$ cat src/rtl/rs_dec_pkg.sv
// Shared types and constants for the RS(255) erasure-flag front end.
// Holds codeword geometry, FSM states and the per-codeword report layout.
package rs_dec_pkg;

  localparam int N        = 255;
  localparam int ADDR_W   = 8;
  localparam int MAX_ERAS = 16;

  typedef enum logic [1:0] {
    IDLE,
    FILL,
    ZFILL
  } state_t;

  typedef struct packed {
    logic       bank;
    logic [7:0] count;
    logic       overflow;
    logic       len_err;
  } rpt_t;

  function automatic logic [7:0] sat_inc(
    input logic [7:0] c,
    input logic       e
  );
    if (e && c != 8'hFF)
      return c + 8'd1;
    return c;
  endfunction

endpackage

$ cat src/rtl/rs_erasure_flag_writer_if.sv
// Flag-writer bus: symbol stream in, flag RAM write port,
// codeword report out and bank release in.
interface rs_erasure_flag_writer_if #(
  parameter int ADDR_W = rs_dec_pkg::ADDR_W
);

  logic              in_valid;
  logic              in_ready;
  logic              in_sop;
  logic              in_eop;
  logic              in_erasure;
  logic              ram_wren;
  logic              ram_bank;
  logic [ADDR_W-1:0] ram_wraddress;
  logic              ram_data;
  logic              rpt_valid;
  logic              rpt_ready;
  logic              rpt_bank;
  logic [7:0]        rpt_count;
  logic              rpt_overflow;
  logic              rpt_len_err;
  logic              rel_valid;
  logic              rel_bank;

  modport master (
    input  in_valid,
    input  in_sop,
    input  in_eop,
    input  in_erasure,
    input  rpt_ready,
    input  rel_valid,
    input  rel_bank,
    output in_ready,
    output ram_wren,
    output ram_bank,
    output ram_wraddress,
    output ram_data,
    output rpt_valid,
    output rpt_bank,
    output rpt_count,
    output rpt_overflow,
    output rpt_len_err
  );

  modport slave (
    output in_valid,
    output in_sop,
    output in_eop,
    output in_erasure,
    output rpt_ready,
    output rel_valid,
    output rel_bank,
    input  in_ready,
    input  ram_wren,
    input  ram_bank,
    input  ram_wraddress,
    input  ram_data,
    input  rpt_valid,
    input  rpt_bank,
    input  rpt_count,
    input  rpt_overflow,
    input  rpt_len_err
  );

endinterface

$ cat src/rtl/rs_bank_tracker.sv
// Ping-pong flag bank ownership: free bits per bank and the
// write pointer, with claim, close and release events.
module rs_bank_tracker (
  input  logic       clock,
  input  logic       reset,
  input  logic       claim,
  input  logic       close,
  input  logic       busy,
  input  logic       rel_valid,
  input  logic       rel_bank,
  output logic       wr_ptr,
  output logic [1:0] free_eff
);

  logic [1:0] free_q;
  logic [1:0] free_d;
  logic [1:0] rel_hit;
  logic       ptr_q;

  // The bank under fill cannot be released out from under us.
  always_comb begin
    rel_hit = 2'b00;
    if (rel_valid && !(busy && rel_bank == ptr_q))
      rel_hit[rel_bank] = 1'b1;
  end

  assign free_eff = free_q | rel_hit;

  always_comb begin
    free_d = free_eff;
    if (claim)
      free_d[ptr_q] = 1'b0;
  end

  always_ff @(posedge clock) begin
    if (reset) begin
      free_q <= 2'b11;
      ptr_q  <= 1'b0;
    end else begin
      free_q <= free_d;
      if (close)
        ptr_q <= ~ptr_q;
    end
  end

  assign wr_ptr = ptr_q;

endmodule

$ cat src/rtl/rs_erasure_flag_writer.sv
// Writes per-symbol erasure flags into ping-pong flag RAMs,
// zero-fills short frames and reports counts per codeword.
module rs_erasure_flag_writer #(
  parameter int N        = rs_dec_pkg::N,
  parameter int ADDR_W   = rs_dec_pkg::ADDR_W,
  parameter int MAX_ERAS = rs_dec_pkg::MAX_ERAS
) (
  input logic                      clock,
  input logic                      reset,
  rs_erasure_flag_writer_if.master bus
);

  import rs_dec_pkg::*;

  localparam logic [ADDR_W-1:0] LAST = ADDR_W'(N - 1);
  localparam logic [ADDR_W-1:0] ONE  = ADDR_W'(1);

  state_t            state_q;
  state_t            state_d;
  logic [ADDR_W-1:0] idx_q;
  logic [ADDR_W-1:0] idx_d;
  logic [7:0]        cnt_q;
  logic [7:0]        cnt_d;
  logic              lerr_q;
  logic              lerr_d;

  logic              wr_ptr;
  logic [1:0]        free_eff;
  logic              rdy;
  logic              accept;
  logic              claim;
  logic              close;
  logic              busy;

  logic              wren_d;
  logic [ADDR_W-1:0] addr_d;
  logic              data_d;
  logic              wren_q;
  logic              bank_q;
  logic [ADDR_W-1:0] addr_q;
  logic              data_q;

  rpt_t              close_rpt;
  rpt_t              stage_q;
  logic              stage_vld_q;
  rpt_t              rpt_q;
  logic              rpt_vld_q;
  logic              slot_ok;
  logic              slot_load;

  assign busy      = (state_q != IDLE);
  assign slot_ok   = !rpt_vld_q || bus.rpt_ready;
  assign slot_load = stage_vld_q && slot_ok;
  assign accept    = bus.in_valid && rdy;

  rs_bank_tracker u_banks (
    .clock     (clock),
    .reset     (reset),
    .claim     (claim),
    .close     (close),
    .busy      (busy),
    .rel_valid (bus.rel_valid),
    .rel_bank  (bus.rel_bank),
    .wr_ptr    (wr_ptr),
    .free_eff  (free_eff)
  );

  always_comb begin
    rdy = 1'b0;
    unique case (state_q)
      IDLE:    rdy = free_eff[wr_ptr] && slot_ok;
      FILL:    rdy = 1'b1;
      ZFILL:   rdy = 1'b0;
      default: rdy = 1'b0;
    endcase
    if (reset)
      rdy = 1'b0;
  end

  always_comb begin
    state_d = state_q;
    idx_d   = idx_q;
    cnt_d   = cnt_q;
    lerr_d  = lerr_q;
    wren_d  = 1'b0;
    addr_d  = idx_q;
    data_d  = 1'b0;
    claim   = 1'b0;
    close   = 1'b0;
    unique case (state_q)
      IDLE: begin
        if (accept && bus.in_sop) begin
          claim   = 1'b1;
          wren_d  = 1'b1;
          addr_d  = '0;
          data_d  = bus.in_erasure;
          cnt_d   = {7'd0, bus.in_erasure};
          lerr_d  = bus.in_eop;
          idx_d   = ONE;
          state_d = bus.in_eop ? ZFILL : FILL;
        end
      end
      FILL: begin
        if (accept) begin
          wren_d = 1'b1;
          data_d = bus.in_erasure;
          cnt_d  = sat_inc(cnt_q, bus.in_erasure);
          if (idx_q == LAST) begin
            lerr_d  = lerr_q | bus.in_sop | !bus.in_eop;
            close   = 1'b1;
            idx_d   = '0;
            state_d = IDLE;
          end else begin
            lerr_d = lerr_q | bus.in_sop | bus.in_eop;
            idx_d  = idx_q + ONE;
            if (bus.in_eop)
              state_d = ZFILL;
          end
        end
      end
      ZFILL: begin
        // Clear the tail so last codeword's flags never leak through.
        wren_d = 1'b1;
        if (idx_q == LAST) begin
          close   = 1'b1;
          idx_d   = '0;
          state_d = IDLE;
        end else begin
          idx_d = idx_q + ONE;
        end
      end
      default: state_d = IDLE;
    endcase
    close_rpt.bank     = wr_ptr;
    close_rpt.count    = cnt_d;
    close_rpt.overflow = (cnt_d > 8'(MAX_ERAS));
    close_rpt.len_err  = lerr_d;
  end

  always_ff @(posedge clock) begin
    if (reset) begin
      state_q <= IDLE;
      idx_q   <= '0;
      cnt_q   <= '0;
      lerr_q  <= 1'b0;
      wren_q  <= 1'b0;
      bank_q  <= 1'b0;
      addr_q  <= '0;
      data_q  <= 1'b0;
    end else begin
      state_q <= state_d;
      idx_q   <= idx_d;
      cnt_q   <= cnt_d;
      lerr_q  <= lerr_d;
      wren_q  <= wren_d;
      bank_q  <= wr_ptr;
      addr_q  <= addr_d;
      data_q  <= data_d;
    end
  end

  // Staging delays the report one cycle past the last RAM write.
  always_ff @(posedge clock) begin
    if (reset) begin
      stage_q     <= '0;
      stage_vld_q <= 1'b0;
      rpt_q       <= '0;
      rpt_vld_q   <= 1'b0;
    end else begin
      if (close) begin
        stage_q     <= close_rpt;
        stage_vld_q <= 1'b1;
      end else if (slot_load) begin
        stage_vld_q <= 1'b0;
      end
      if (slot_load) begin
        rpt_q     <= stage_q;
        rpt_vld_q <= 1'b1;
      end else if (bus.rpt_ready) begin
        rpt_vld_q <= 1'b0;
      end
    end
  end

  assign bus.in_ready      = rdy;
  assign bus.ram_wren      = wren_q;
  assign bus.ram_bank      = bank_q;
  assign bus.ram_wraddress = addr_q;
  assign bus.ram_data      = data_q;
  assign bus.rpt_valid     = rpt_vld_q;
  assign bus.rpt_bank      = rpt_q.bank;
  assign bus.rpt_count     = rpt_q.count;
  assign bus.rpt_overflow  = rpt_q.overflow;
  assign bus.rpt_len_err   = rpt_q.len_err;

endmodule

$ cat src/flat_wrapper.sv
// flat-port wrapper written by rule: the top's interface ports become plain ports
module rs_erasure_flag_writer_flat import rs_dec_pkg::*;
#(
  parameter int N        = rs_dec_pkg::N,
  parameter int ADDR_W   = rs_dec_pkg::ADDR_W,
  parameter int MAX_ERAS = rs_dec_pkg::MAX_ERAS
)
  (clock, reset, bus_in_valid, bus_in_sop, bus_in_eop, bus_in_erasure, bus_rpt_ready, bus_rel_valid, bus_rel_bank, bus_in_ready, bus_ram_wren, bus_ram_bank, bus_ram_wraddress, bus_ram_data, bus_rpt_valid, bus_rpt_bank, bus_rpt_count, bus_rpt_overflow, bus_rpt_len_err);
  rs_erasure_flag_writer_if #(.ADDR_W(ADDR_W)) bus_i ();
  input logic clock;
  input logic reset;
  input wire logic [$bits(bus_i.in_valid)-1:0] bus_in_valid;
  input wire logic [$bits(bus_i.in_sop)-1:0] bus_in_sop;
  input wire logic [$bits(bus_i.in_eop)-1:0] bus_in_eop;
  input wire logic [$bits(bus_i.in_erasure)-1:0] bus_in_erasure;
  input wire logic [$bits(bus_i.rpt_ready)-1:0] bus_rpt_ready;
  input wire logic [$bits(bus_i.rel_valid)-1:0] bus_rel_valid;
  input wire logic [$bits(bus_i.rel_bank)-1:0] bus_rel_bank;
  output wire logic [$bits(bus_i.in_ready)-1:0] bus_in_ready;
  output wire logic [$bits(bus_i.ram_wren)-1:0] bus_ram_wren;
  output wire logic [$bits(bus_i.ram_bank)-1:0] bus_ram_bank;
  output wire logic [$bits(bus_i.ram_wraddress)-1:0] bus_ram_wraddress;
  output wire logic [$bits(bus_i.ram_data)-1:0] bus_ram_data;
  output wire logic [$bits(bus_i.rpt_valid)-1:0] bus_rpt_valid;
  output wire logic [$bits(bus_i.rpt_bank)-1:0] bus_rpt_bank;
  output wire logic [$bits(bus_i.rpt_count)-1:0] bus_rpt_count;
  output wire logic [$bits(bus_i.rpt_overflow)-1:0] bus_rpt_overflow;
  output wire logic [$bits(bus_i.rpt_len_err)-1:0] bus_rpt_len_err;
  assign bus_i.in_valid = bus_in_valid;
  assign bus_i.in_sop = bus_in_sop;
  assign bus_i.in_eop = bus_in_eop;
  assign bus_i.in_erasure = bus_in_erasure;
  assign bus_i.rpt_ready = bus_rpt_ready;
  assign bus_i.rel_valid = bus_rel_valid;
  assign bus_i.rel_bank = bus_rel_bank;
  assign bus_in_ready = bus_i.in_ready;
  assign bus_ram_wren = bus_i.ram_wren;
  assign bus_ram_bank = bus_i.ram_bank;
  assign bus_ram_wraddress = bus_i.ram_wraddress;
  assign bus_ram_data = bus_i.ram_data;
  assign bus_rpt_valid = bus_i.rpt_valid;
  assign bus_rpt_bank = bus_i.rpt_bank;
  assign bus_rpt_count = bus_i.rpt_count;
  assign bus_rpt_overflow = bus_i.rpt_overflow;
  assign bus_rpt_len_err = bus_i.rpt_len_err;
  rs_erasure_flag_writer #(.N(N), .ADDR_W(ADDR_W), .MAX_ERAS(MAX_ERAS)) u_core (.clock(clock), .reset(reset), .bus(bus_i));
endmodule
$ cat config.mk
export PLATFORM = sky130hd
export DESIGN_NAME = rs_erasure_flag_writer_flat
export DESIGN_NICKNAME = d
export VERILOG_FILES = /design/src/rtl/rs_dec_pkg.sv /design/src/rtl/rs_erasure_flag_writer_if.sv /design/src/rtl/rs_bank_tracker.sv /design/src/rtl/rs_erasure_flag_writer.sv /design/src/flat_wrapper.sv
export SDC_FILE = /design/constraint.sdc
export NUM_CORES = 1
export LEC_CHECK = 0
export CAP_MARGIN = 20
export CORE_MARGIN = 4
export CORE_UTILIZATION = 58
export DETAILED_ROUTE_END_ITERATION = 7
export GPL_ROUTABILITY_DRIVEN = 0
export GPL_TIMING_DRIVEN = 0
export PLACE_DENSITY_LB_ADDON = 0.08
export SYNTH_ARGS = -nofsm -noshare
export SYNTH_HDL_FRONTEND = slang
export SYNTH_HIERARCHICAL = 1
export SYNTH_SLANG_ARGS = --single-unit
$ cat constraint.sdc
create_clock -name clock -period 4.7 [get_ports clock]
set_input_delay 0.94 -clock clock [delete_from_list [all_inputs] [get_ports clock]]
set_output_delay 0.94 -clock clock [all_outputs]
set_load 0.02 [all_outputs]
==> out/qor.csv <==
metric,value,unit
worst min path class,register to register,
worst slew pin tran,0.717,ns
overall routing resource usage,23.5,%
Finished Core Util,77.2,%
"Reg clk slew, reported paths",0.07,ns
PwrDens,467,nW/µm²
Most common cell on crit path,inv_1,
IO Port Bufs,32,
number of antenna repair diodes,0,
Leakage,1.16,nW
DIE AREA,5460,µm²
Netlist cell types,51,
Die Width,73.9,µm
Fin Hold WS,0.452,ns
# hold bufs at CTS,0,
CTS HTree Levels,3,
Main synth FF type,dfxtp_1,
Core Rows,23,
Worst EP required,3.76,ns
sequence of cells on the critical path,inv_1 > ha_1 > buf_2 > inv_1 > nand2b_1 > a31o_1 > mux2_4 > a31oi_4 > nor2_1 > clkdlybuf4s50_1,
Critical Path AT,2.88,ns
Hold Fails Final Rpt,0,
fraction of layout cells with a size suffix above 1,10.4,%
global route overflow,0,
Die H,73.9,µm
Syn Area/Cell,8.77,µm²
routed wire length,6080,µm
worst-skew pair later-pin latency,0.33,ns
Seq cells post-synth,57,
global-route wire length before repair,9600,µm
DRT Pass-1 Iters,5,
fin nets,346,
post-synthesis async set-or-reset flop share,0,%
final count of negative-setup-slack endpoints,0,
post-CTS setup buffer count,0,
initial cell density of the core,61.6,%
TritonCTS clock tree,yes,
post-CTS sizing,0,
post-DR vias/cell,5.83,
CP max-delay cell,clkdlybuf4s50_1,
Worst Setup End Kind,output port,
Tcrit/Tclk final,81.2,%
Vias,2245,
DRC,0,
CP Launch Type,register,
routed len/inst,15.8,µm
min cycle time layout,3.82,ns
setup TNS,0,ns
number of synthesized flops with an enable pin,0,
critical path class,register to output port,
Post-Synthesis Cells,287,
Sink Count,57,
post-route ant nets,0,
1st-iter DRT viols,241,
Root Buffer,clkbuf_8,
P&R area growth vs syn,25.2,%
Max Cap Viol,0,
RSZ-0062 raised after global routing,no,
syn_nets,303,
outcome,completed,
Mapped Area,2520,µm²
# IOs,33,
vias in the first global route,2043,
Detail Placement HPWL,4020,µm
total CTS buffers,9,
worst vdd ir,0.000313,V
Rel. slew slack,52.2,%
Core ar.,4090,µm²
CP max stage delay,0.56,ns
Final Skew,0.00365,ns
Synth Warn #,6,
"Seq/Total Area, Yosys",45.3,%
fin. max-slew vios,0,
Clock Tree Buf Depth,2,
initial antenna violation count,0,
CP max FO,10,
Design Power,1.47,mW
pin count of the biggest net entering global routing,12,
maximum clock frequency,262,MHz
-- logic make-up (layout without fill, tap and decap cells) --
kind of cell,after synthesis,in the layout,share of synthesized area (%)
adder cells (fa/ha/maj),7,7,3.48
flip-flops,57,57,45.3
AO/OA/AOI/OAI,57,57,16.0
multiplexers,7,7,3.23
AND/OR/NAND/NOR,125,125,24.3
buffers and inverters,24,72,4.17
XOR/XNOR,10,10,3.48
-- flip-flops by register name, summed over array words and instances (netlist names), 2 cells and up --
register,flops
u_core/bus.ram_wraddress,8
u_core/bus.rpt_count,8
u_core/cnt_q,8
u_core/idx_q,8
u_core/stage_q,11
u_core/state_q,2
u_core/u_banks/free_q,2
-- per-stage QoR --
step	area (µm²)	cells	setup WS [ns]
after global routing	3150	385	0.711
after global placement	2900	369	0.919
after detailed placement	2900	369	0.902
after CTS	3150	385	0.886
final	3150	385	0.884
after floorplan	2520	287	1.93
-- layout make-up --
type                    count  area, µm²
well taps                  50       62.6
multi-input cells         206       1270
clock buffers              10        138
fillers                   300        933
repair buffers             32        320
clock inverters             6        115
plain buffers              13       63.8
inverters                  11       41.3
flip-flops and latches     57       1140
-- Yosys cell counts, types with 3 or more instances --
cell type | count | share of area (%)
ha_1 | 7 | 3.5
mux2i_1 | 4 | 1.6
xor2_1 | 8 | 2.8
clkbuf_1 | 8 | 1.2
nand3_1 | 14 | 2.8
nand4_1 | 6 | 1.5
and2_1 | 7 | 1.7
nand2_1 | 29 | 4.3
nor2b_1 | 6 | 1.5
a22oi_1 | 4 | 1.2
nor2_1 | 40 | 6.0
a21oi_1 | 21 | 4.2
nor3_1 | 5 | 0.99
inv_1 | 11 | 1.6
a211oi_1 | 8 | 2.4
a21o_1 | 4 | 1.2
dfxtp_1 | 57 | 45
buf_2 | 3 | 0.60
and3_1 | 4 | 0.99
-- worst paths after layout --
kind                                              start                       to  slack (ns)  cells after the start
worst min register to register  u_core/bus.rpt_count[3]  u_core/bus.rpt_count[3]        0.45                      2
worst min-delay path            u_core/bus.rpt_count[3]  u_core/bus.rpt_count[3]        0.45                      2
worst max register to register        u_core/state_q[0]        u_core/stage_q[1]        1.41                     12
worst max-delay path                  u_core/state_q[0]             bus_in_ready        0.88                     10
-- critical path: cells and delay by family, from the launching register on --
family,cells,cell delay [ns]
AOI/OAI and AO/OA,2,0.54
adders and majority gates,1,0.19
buffers and inverters,4,0.99
DFF,1,0.39
muxes,1,0.29
and+or+nand+nor,2,0.14
-- placed cells by master, fill, tap and decap left out, drive strengths merged, types with 4 or more instances in the layout --
master,instances
a211oi,8
a21o,4
a21oi,21
a22oi,4
and2,7
and3,4
buf,5
clkbuf,18
clkdlybuf4s50,32
dfxtp,57
ha,7
inv,11
mux2i,4
nand2,29
nand3,14
nand4,6
nor2,41
nor2b,7
nor3,6
xor2,8
-- per-layer routing --
metal / GRT usage (%) / up-vias / share of wire (%)
li1: - / 1087 / -
met2: 37.8 / 107 / 47
met4: 8.85 / 0 / 1.2
met5: 0 / - / 0
met1: 28.9 / 1037 / 43
met3: 7.93 / 14 / 8.0
-- power by group --
group	switching (mW)	leakage, nW	internal (mW)
Clock	0.205	0.123	0.368
Combinational	0.233	0.573	0.134
Sequential	0.0216	0.460	0.511
Total	0.460	1.16	1.01
Power figures use the tool's default switching activity.
